==> src/rtl/mem_arbiter.sv <==
// Arbitrates one single-port synchronous memory between instruction fetch and load/store.
// Each access walks IDLE -> ISSUE -> (WAIT) -> DONE; byte/half/word lanes are handled here.
module mem_arbiter #(
    parameter int WIDTH   = 32,
    parameter int ADDR_W  = 32,
    parameter int MEM_LAT = 1
) (
    input  logic              clk,
    input  logic              reset,
    input  logic              i_req,
    input  logic [ADDR_W-1:0] i_addr,
    output logic              i_gnt,
    output logic              i_rvalid,
    output logic [WIDTH-1:0]  i_rdata,
    input  logic              d_req,
    input  logic              d_we,
    input  logic [ADDR_W-1:0] d_addr,
    input  logic [WIDTH-1:0]  d_wdata,
    input  logic              d_isByte,
    input  logic              d_isHalf,
    input  logic              d_isWord,
    output logic              d_gnt,
    output logic              d_rvalid,
    output logic [WIDTH-1:0]  d_rdata,
    output logic              d_err,
    output logic              mem_en,
    output logic              mem_we,
    output logic [ADDR_W-1:0] mem_addr,
    output logic [WIDTH-1:0]  mem_wdata,
    output logic [3:0]        mem_be,
    input  logic [WIDTH-1:0]  mem_rdata
);

    typedef enum logic [1:0] {S_IDLE, S_ISSUE, S_WAIT, S_DONE} state_t;

    state_t r_state;
    state_t w_state_next;

    logic              r_last_d;
    logic              r_win_d;
    logic              r_we;
    logic              r_err;
    logic              r_is_byte;
    logic              r_is_half;
    logic [1:0]        r_off;
    logic [ADDR_W-3:0] r_waddr;
    logic [3:0]        r_be;
    logic [WIDTH-1:0]  r_wdata;
    logic [WIDTH-1:0]  r_i_rdata;
    logic [WIDTH-1:0]  r_d_rdata;
    logic [2:0]        r_cnt;

    logic              w_any_req;
    logic              w_pick_d;
    logic              w_size_ok;
    logic              w_misaligned;
    logic              w_d_err;
    logic              w_cnt_last;
    logic [3:0]        w_d_be;
    logic [WIDTH-1:0]  w_d_wdata;
    logic [WIDTH-1:0]  w_shifted;
    logic [WIDTH-1:0]  w_extract;

    assign w_any_req    = i_req | d_req;
    // On a tie the requester that was not granted last wins.
    assign w_pick_d     = d_req & (~i_req | ~r_last_d);
    assign w_size_ok    = (d_isByte & ~d_isHalf & ~d_isWord) |
                          (~d_isByte & d_isHalf & ~d_isWord) |
                          (~d_isByte & ~d_isHalf & d_isWord);
    assign w_misaligned = (d_isHalf & d_addr[0]) | (d_isWord & (d_addr[1:0] != 2'b00));
    assign w_d_err      = ~w_size_ok | w_misaligned;
    assign w_cnt_last   = (r_cnt == 3'd1);

    genvar gi;
    generate
        for (gi = 0; gi < 4; gi++) begin : g_lane
            localparam logic [1:0] LANE = 2'(gi);
            assign w_d_be[gi] = d_isByte ? (d_addr[1:0] == LANE) :
                                d_isHalf ? (d_addr[1] == LANE[1]) : 1'b1;
            assign w_d_wdata[8*gi +: 8] = d_isByte ? d_wdata[7:0] :
                                          d_isHalf ? d_wdata[8*(gi%2) +: 8] :
                                                     d_wdata[8*gi +: 8];
        end
    endgenerate

    // Shifting by the byte offset right-justifies the addressed lane(s).
    assign w_shifted = mem_rdata >> {r_off, 3'b000};

    always_comb begin
        w_extract = mem_rdata;
        if (r_is_byte) begin
            w_extract = {{(WIDTH-8){1'b0}}, w_shifted[7:0]};
        end else if (r_is_half) begin
            w_extract = {{(WIDTH-16){1'b0}}, w_shifted[15:0]};
        end
    end

    always_ff @(posedge clk) begin
        if (reset) begin
            r_state <= S_IDLE;
        end else begin
            r_state <= w_state_next;
        end
    end

    always_comb begin
        w_state_next = r_state;
        i_gnt        = 1'b0;
        d_gnt        = 1'b0;
        i_rvalid     = 1'b0;
        d_rvalid     = 1'b0;
        d_err        = 1'b0;
        mem_en       = 1'b0;
        mem_we       = 1'b0;
        mem_addr     = '0;
        mem_wdata    = '0;
        mem_be       = 4'h0;
        case (r_state)
            S_IDLE: begin
                if (w_any_req) begin
                    w_state_next = S_ISSUE;
                end
            end
            S_ISSUE: begin
                i_gnt = ~r_win_d;
                d_gnt = r_win_d;
                if (!r_err) begin
                    mem_en    = 1'b1;
                    mem_we    = r_we;
                    mem_addr  = {r_waddr, 2'b00};
                    mem_wdata = r_wdata;
                    mem_be    = r_be;
                end
                w_state_next = (r_err | r_we) ? S_DONE : S_WAIT;
            end
            S_WAIT: begin
                if (w_cnt_last) begin
                    w_state_next = S_DONE;
                end
            end
            S_DONE: begin
                i_rvalid     = ~r_win_d;
                d_rvalid     = r_win_d;
                d_err        = r_win_d & r_err;
                w_state_next = S_IDLE;
            end
            default: w_state_next = S_IDLE;
        endcase
    end

    always_ff @(posedge clk) begin
        if (reset) begin
            r_last_d  <= 1'b0;
            r_win_d   <= 1'b0;
            r_we      <= 1'b0;
            r_err     <= 1'b0;
            r_is_byte <= 1'b0;
            r_is_half <= 1'b0;
            r_off     <= 2'b00;
            r_waddr   <= '0;
            r_be      <= 4'h0;
            r_wdata   <= '0;
            r_i_rdata <= '0;
            r_d_rdata <= '0;
            r_cnt     <= 3'd0;
        end else begin
            case (r_state)
                S_IDLE: begin
                    if (w_any_req) begin
                        r_win_d  <= w_pick_d;
                        r_last_d <= w_pick_d;
                        if (w_pick_d) begin
                            r_we      <= d_we;
                            r_err     <= w_d_err;
                            r_is_byte <= d_isByte;
                            r_is_half <= d_isHalf;
                            r_off     <= d_addr[1:0];
                            r_waddr   <= d_addr[ADDR_W-1:2];
                            r_be      <= w_d_be;
                            r_wdata   <= w_d_wdata;
                        end else begin
                            r_we      <= 1'b0;
                            r_err     <= 1'b0;
                            r_is_byte <= 1'b0;
                            r_is_half <= 1'b0;
                            r_off     <= i_addr[1:0];
                            r_waddr   <= i_addr[ADDR_W-1:2];
                            r_be      <= 4'hF;
                            r_wdata   <= '0;
                        end
                    end
                end
                S_ISSUE: begin
                    r_cnt <= 3'(MEM_LAT);
                    if (r_win_d & (r_err | r_we)) begin
                        r_d_rdata <= '0;
                    end
                end
                S_WAIT: begin
                    r_cnt <= r_cnt - 3'd1;
                    if (w_cnt_last) begin
                        if (r_win_d) begin
                            r_d_rdata <= w_extract;
                        end else begin
                            r_i_rdata <= mem_rdata;
                        end
                    end
                end
                default: ;
            endcase
        end
    end

    assign i_rdata = r_i_rdata;
    assign d_rdata = r_d_rdata;

endmodule

==> config.mk <==
export PLATFORM = sky130hd
export DESIGN_NAME = mem_arbiter
export DESIGN_NICKNAME = d
export VERILOG_FILES = /design/src/rtl/mem_arbiter.sv
export SDC_FILE = /design/constraint.sdc
export NUM_CORES = 1
export LEC_CHECK = 0
export ABC_AREA = 1
export BUFFER_PORTS_ARGS = -buffer_cell sky130_fd_sc_hd__buf_2
export CAP_MARGIN = 30
export CORE_MARGIN = 5
export CORE_UTILIZATION = 44
export CTS_CLUSTER_DIAMETER = 100
export DETAILED_ROUTE_END_ITERATION = 8
export PLACE_DENSITY = 0.86
export SKIP_CTS_REPAIR_TIMING = 1
export SYNTH_ARGS = -nofsm -noshare
export SYNTH_HDL_FRONTEND = slang
export SYNTH_SLANG_ARGS = --single-unit
==> constraint.sdc <==
create_clock -name clk -period 1.6 [get_ports clk]
set_input_delay 0.32 -clock clk [delete_from_list [all_inputs] [get_ports clk]]
set_output_delay 0.32 -clock clk [all_outputs]
set_load 0.005 [all_outputs]
== After elaboration in Yosys (flattened, before gate mapping) ==
Index checks and enable logic that the tools add are counted.
Cells by class
  bitwise operators: 25
  shift operators: 1
  mux-type cells: 45
  equal/unequal tests: 11
  add/subtract/negate cells: 1
  reductions and logical operators: 8
Operators with widths (count)
  2-to-1 mux 32 bit: 10
  one-hot mux 32 bit (2 select lines): 1
  2-to-1 mux 8 bit: 5
  >> shifter 32 x 5 -> 16 bit: 1
  2-to-1 mux 30 bit: 1
  2-to-1 mux 1 bit: 20
  2-to-1 mux 4 bit: 3
  AND 1 bit: 11
  equality test 2 bit (second input constant): 4
  inequality test 2 bit (second input constant): 4
  one-hot mux 2 bit (4 select lines): 1
  inverter 1 bit: 7
  OR 1 bit: 7
  2-to-1 mux 2 bit: 3
  one-hot mux 3 bit (2 select lines): 1
  equality test 2 x 1 -> 1 bit (second input constant): 2
  logical NOT 2 bit: 2
  AND reduction 2 bit: 2
  AND reduction 4 bit: 1
  nonzero test 2 bit: 2
  equality test 3 x 1 -> 1 bit (second input constant): 1
  AND reduction 3 bit: 1
  subtractor 3 x 1 -> 3 bit (second input constant): 1
Storage, ports and cells
  logic and storage cells: 104
  bits in registers: 142
  input port bits: 136
  output and inout port bits: 139

== Depth between registers and ports, before layout ==
Gate-level depths: netlist of the first run.
  depth in word-level cells: 8
  mapped depth: 11
  gate-level depth less buffers: 10

== Worst setup path before layout of the first run ==
Ideal clock, no wire load.
  path type: flip-flop to output port
  start: register r_state[1]
  end: output port mem_addr[10]
  cell stages (with the launch flop): 7
  arrival: 1.393 ns
  buffers on the path: 2
  required time: 1.280 ns
  slack: -0.113 ns
  cell sequence: dfxtp_1 inv_1 ha_1 inv_2 clkbuf_1 clkbuf_1 nor2_1
On the way
  word-level cells in the longest chain between the ends: 2
RTL lines
  start, declared: line 36  | state_t r_state;
  start signal, assigned: line 102  | r_state <= w_state_next;
  equality test 2 x 1 -> 1 bit: line 118  | case (r_state)
  2-to-1 mux 32 bit: line 118
  end, declared: line 28  | output logic [ADDR_W-1:0] mem_addr,
Every way passes these cells.

== Worst setup path in the final report of the first run ==
  start: register r_state[1]
  end: output port mem_addr[18]
The elaborated chain is that of the path after synthesis.

==> results.tsv, run 1 <==
metric	value	unit
synth_commonest_cells	nand2_1, nor2_1, dfxtp_1, a21oi_1, o21ai_0	
status	complete, but fails checks	
dieHeight	136.2	um
place_congestion	0.9127	
cp-start-kind	flop	
overflow	0	
setup_slack	-0.2050	ns
portBuffers	272	
place_ws	-0.1016	ns
coreArea	15770	um2
synth_area	7004	um2
synthMostInstantiatedCell	nand2_1	
slowest_stage	dfxtp_2	
grt_pass1_wl	36490	um
synth.avg_cell_area	6.671	um2
end_kind	primary output	
row_count	46	
synth_top_family_by_area	simple AND/OR/NAND/NOR gates	
cts_tree	yes	
drt-vias-per-instance	5.238	
drt-pass1-iter-count	7	
yosys.area.top_type	dfxtp_1	
dp_hpwl	16820	um
ys_types	31	
ys_top_cells_by_area	dfxtp_1, nand2_1, nor2_1	
worstPathArrival	1.48	ns
path_buf_inv	4	
syn2layout_area_growth	38.03	%
fp.dieW	136.2	um
synth_compound_area_frac	0.1963	
finalSetupViolCount	73	
io_pins	275	
synth_fa_ha_area_frac	0.01250	
grt_pass1_vias	7488	
power_density	1444	nW/um2
synth_xor_area_frac	0	
synthArstFlopShare	0	
power.leakage	0.004659	uW
min_period	1.805	ns
synth_edf_count	0	
hold_path.class	in2reg	
stdcell_area	9668	um2
violations	negative setup slack	
wire_per_inst	15.88	um
start_util	0.4441	
power	13960	uW
synthMuxAreaShare	0	
ys_seq_elements	142	
path_cells	inv_2, ha_4, inv_8, clkbuf_16, nor2_1, buf_2	
route.detailed.drc	0	
place_area	8690	um2
rsz0062_at_grt	true	
clockRootBuffer	clkbuf_16	
clock_sinks	142	
final_util	0.6131	
slowest_delay	0.34	ns
grt_max_degree	74	
seq_area_frac_synth	0.4059	
syn-instance-count	1050	
clkTransAtPathRegs	0.06	ns
fin_crit_sh	1.128	
cts_buffers	17	
maxSlewViolCount	0	
drv_cap	0	
antenna_found_initial	1	
crit_type	reg2out	
ant_nets	0	
cts_htree_levels	4	
grt_usage	0.2440	
clk_latency	0.41	ns
max_slew_margin	0.6584	
synthSimpleGateAreaFrac	0.3012	
r2r_setup_slack	-0.01	ns
skew	0.009687	ns
tightest_slew	0.5124	ns
first_iter_violations	683	
synthFlopType	dfxtp_1	
worstPathRequired	1.28	ns
peakVddDrop	0.8443	mV
hold_ws	0.1661	ns
drt-total-wl	24540	um
clock_path_buffers	2	
synth_top_area_share	0.4059	
die_area	18540	um2
drive_gt1_frac	0.3276	
fillers	1470	
finalHoldViolCount	0	
vias	8093	
crit_family	buffers and inverters	
crit_path_max_fanout	18	
final_nets	1460	
yosysWarnings	0	
max_clock_freq	554.0	MHz
==> layout by cell type (no fill, tap or decap), types with 9 or more instances in the layout <==
cell type / synthesis / routed
nand2_1: 331 / 331
buf_2: 20 / 272
dfxtp_1: 142 / 138
nor2_1: 143 / 112
a21oi_1: 84 / 76
o21ai_0: 73 / 73
inv_1: 45 / 41
a31oi_1: 37 / 37
nor2_2: 9 / 34
nand3_1: 34 / 34
o21ai_1: 27 / 27
buf_4: 8 / 27
clkbuf_16: 0 / 25
a21oi_2: 12 / 19
buf_12: 0 / 12
o211ai_1: 9 / 9
==> state kept, by name, indices dropped and copies added (netlist names) <==
name       flops
r_is_half      1
d_rdata       32
r_waddr       30
r_off          2
r_we           1
r_win_d        1
r_cnt          3
i_rdata       32
r_be           4
r_state        2
r_err          1
r_is_byte      1
r_wdata       32
==> power by group <==
part	total (uW)	internal (uW)	leakage, uW	switching [uW]
clock	3610	2150	0.000257	1460
combinational	5580	2310	0.00324	3270
sequential	4770	4290	0.00116	478
total	14000	8760	0.00466	5200
==> per-layer routing <==
metal / wire length (um) / GRT usage / vias up
met2: 11460 / 0.3886 / 481
met3: 2694 / 0.06699 / 68
met4: 902 / 0.1125 / 0
met1: 9486 / 0.3074 / 3613
li1: - / - / 3931
met5: 0 / 0 / -
==> layout make-up <==
type | instances | area, um2 | area share
inverter | 54 | 230.2 | 0.02381
clock inverter | 7 | 66.31 | 0.006859
sequential | 142 | 2853 | 0.2951
tap | 216 | 270.3 | 0.02795
multi-input combinational | 781 | 3761 | 0.3890
clock buffer | 23 | 457.9 | 0.04737
timing repair buffer | 321 | 2027 | 0.2097
antenna | 1 | 2.502 | 0.0002588
==> logic make-up after synthesis <==
logic type | after synthesis
AOI/OAI and AO/OA | 247
and+or+nand+nor | 525
adders and majority gates | 7
other | 1
DFF | 142
buffers and inverters | 128
==> through the flow <==
| stage | setup TNS, ns | std cells |
|---|---|---|
| global placement | -0.1152 | 1501 |
| CTS | -25.13 | 1531 |
| detailed placement | -0.6655 | 1501 |
| global route | -20.70 | 1545 |
| finish | -12.14 | 1545 |
| floorplan | 0 | 1051 |
==> worst paths after layout <==
| path | start | end | depth (start not counted) |
|---|---|---|---|
| worst max-delay path | r_state[1] | mem_addr[18] | 6 |
| worst min-delay path | d_addr[5] | r_waddr[3] | 3 |
| worst max register to register | r_state[0] | d_rdata[11] | 10 |
| worst min register to register | d_rdata[2] | d_rdata[2] | 2 |
==> worst reg2reg max path, stage by stage (launching register included) <==
cell	delay, ns
dfxtp_4	0.36
inv_2	0.09
ha_1	0.24
buf_4	0.17
inv_4	0.06
nor2_8	0.12
buf_4	0.18
nand3_1	0.12
nand2_1	0.08
nand2_1	0.04
nor2_1	0.08
Power figures use the tool's default switching activity.
==> run 2, diff against run 1 <==
--- a/config.mk
+++ b/config.mk
@@ -6,12 +6,13 @@
 export NUM_CORES = 1
 export LEC_CHECK = 0
 export ABC_AREA = 1
-export BUFFER_PORTS_ARGS = -buffer_cell sky130_fd_sc_hd__buf_2
+export BUFFER_PORTS_ARGS = -buffer_cell sky130_fd_sc_hd__buf_4
 export CAP_MARGIN = 30
 export CORE_MARGIN = 5
 export CORE_UTILIZATION = 44
 export CTS_CLUSTER_DIAMETER = 100
 export DETAILED_ROUTE_END_ITERATION = 8
+export MAX_ROUTING_LAYER = met4
 export PLACE_DENSITY = 0.86
 export SKIP_CTS_REPAIR_TIMING = 1
 export SYNTH_ARGS = -nofsm -noshare
==> run 2 against run 1 <==
The run still ends with negative setup slack left. Non-clock buffer count grew 3. Clock-buffer cell count grew 1. Clock power grew 12%. Clock skew shrank 0.0042 ns. Sequential power is essentially flat. Worst setup slack lost 0.016 ns. Wire length grew 2.9%. Via count grew 1.1%. Core utilization grew 4.6 points. Combinational power grew 4.7%. Critical path type unchanged.
==> results.tsv, run 2 (synthesized netlist as in run 1, its figures left out) <==
metric	value	unit	change
drt-pass1-iter-count	7		unchanged
cts_buffers	17		unchanged
end_kind	primary output		
cts_htree_levels	4		unchanged
grt_pass1_wl	35670	um	-2.2%
syn2layout_area_growth	48.37	%	
clk_latency	0.42	ns	about the same
dp_cells	1504		+0.20%
fp.dieW	136.2	um	unchanged
worstPathRequired	1.28	ns	about the same
hold_path.class	in2reg		
max_clock_freq	549.1	MHz	-0.89%
portBuffers	272		unchanged
min_period	1.821	ns	+0.01626 ns
clkTransAtPathRegs	0.06	ns	about the same
stdcell_area	10390	um2	+7.5%
io_pins	275		unchanged
grt_max_degree	79		+6.8%
final_nets	1463		+0.21%
status	complete, but fails checks		
wire_per_inst	16.32	um	+2.8%
antenna_found_initial	0		-1
violations	negative setup slack		
most-common-layout-cells	nand2_1, buf_4, dfxtp_1		
path_cells	inv_2, ha_4, inv_8, clkbuf_16, nor2_1, buf_4		
drt-total-wl	25250	um	+2.9%
met1_usage	0.2930		-0.01447
grt_usage	0.2488		+0.004778
sw_frac_of_total	0.3532		-0.01956
coreArea	15770	um2	unchanged
setup_slack	-0.2212	ns	-0.01626 ns
place_ws	-0.08199	ns	+0.01958 ns
crit_type	reg2out		
pwr-share-comb	0.399		about the same
peakVddDrop	0.8000	mV	-5.2%
grt.busiest_layer	met2		
slowest_delay	0.34	ns	about the same
max_slew_margin	0.6650		+0.006553
final_cells	1547		+0.13%
met3_usage	0.06551		-0.001480
place_congestion	0.9437		+3.4%
route.detailed.drc	0		unchanged
skew	0.005444	ns	-0.004243 ns
ant_nets	0		unchanged
power.leakage	0.004811	uW	+3.3%
tightest_slew	0.5025	ns	-0.009830 ns
fin_crit_sh	1.138		+0.01016
antennaDiodeCount	0		-1
layout_commonest_cell	nand2_1		
finalSetupViolCount	145		+99%
die_area	18540	um2	unchanged
cp-start-kind	flop		
power_density	1409	nW/um2	-2.4%
finalHoldViolCount	0		unchanged
first_iter_violations	674		-1.3%
place_area	9380	um2	+7.9%
power	14650	uW	+4.9%
dieHeight	136.2	um	unchanged
drt-vias-per-instance	5.287		+0.93%
slowest_stage	dfxtp_2		
crit_path_max_fanout	18		unchanged
p_switching	5173	uW	-0.61%
cts_tree	yes		
power_frac_seq	0.325		-0.017
clock_path_buffers	2		unchanged
vias	8179		+1.1%
rsz0062_at_grt	true		
maxSlewViolCount	0		unchanged
dp_hpwl	17200	um	+2.3%
clockRootBuffer	clkbuf_16		
start_util	0.4441		unchanged
power.internal	9474	uW	+8.2%
worstPathArrival	1.50	ns	+0.02 ns
grtUsageMet2	0.4075		+0.01899
clkPwrFrac	0.277		+0.018
row_count	46		unchanged
clock_sinks	142		unchanged
grt_pass1_vias	7317		-2.3%
drive_gt1_frac	0.3201		-0.007500
drv_cap	0		unchanged
overflow	0		unchanged
## run 2: cell types whose count changed in the layout (fill, tap and decap cells not counted), sizes merged
cell / change
bufinv: +2
buf: +3
diode: -1
clkbuf: +1
clkinv: -3
## run 2: final timing paths
kind                startpoint          end  slack (ns)  cells past startpoint
hold reg to reg    r_wdata[29]  r_wdata[29]        0.46                      2
setup / recovery    r_state[1]  mem_addr[5]       -0.22                      6
setup reg to reg    r_state[0]  r_wdata[12]       -0.13                      9
hold / removal    mem_rdata[0]   i_rdata[0]        0.17                      3
## run 2: per-stage QoR
stage,utilization,TNS [ns],hold WS [ns]
after global routing,0.6590,-30.08,0.1692
after CTS,0.6328,-30.05,0.1563
after global placement,0.5948,-0.01659,0.4517
after floorplan,-,0,0.4445
final,0.6590,-17.04,0.1672
after detailed placement,0.5948,-2.796,0.4562
## run 2: routing by layer
| metal | vias up | wire, um |
|---|---|---|
| met5 | - | 0 |
| met2 | 467 | 12370 |
| li1 | 3935 | - |
| met4 | 0 | 843 |
| met3 | 66 | 2599 |
| met1 | 3711 | 9443 |
## run 2: final cells by class
type,count,area (um2)
clock buffers,24,491.7
well taps,216,270.3
fillers,1381,5378
multi-input cells,781,3710
flip-flops and latches,142,2853
inverters,54,230.2
clock inverters,6,107.6
repair buffers,324,2730
## run 2: worst max-delay path, delay by kind of cell (launching register included)
family	cells	cell delay [ns]
and+or+nand+nor	1	0.06
adders and majority gates	1	0.18
buffers and inverters	4	0.50
DFF	1	0.34
## run 2: power by group through the flow
stage	Sequential, uW	Combinational (uW)	Clock [uW]
after detailed placement	4770	4960	0
after CTS	4710	4970	4100
after global placement	4750	4850	0
final	4760	5840	4050
after floorplan	4660	2970	0
after global routing	4830	6320	4280
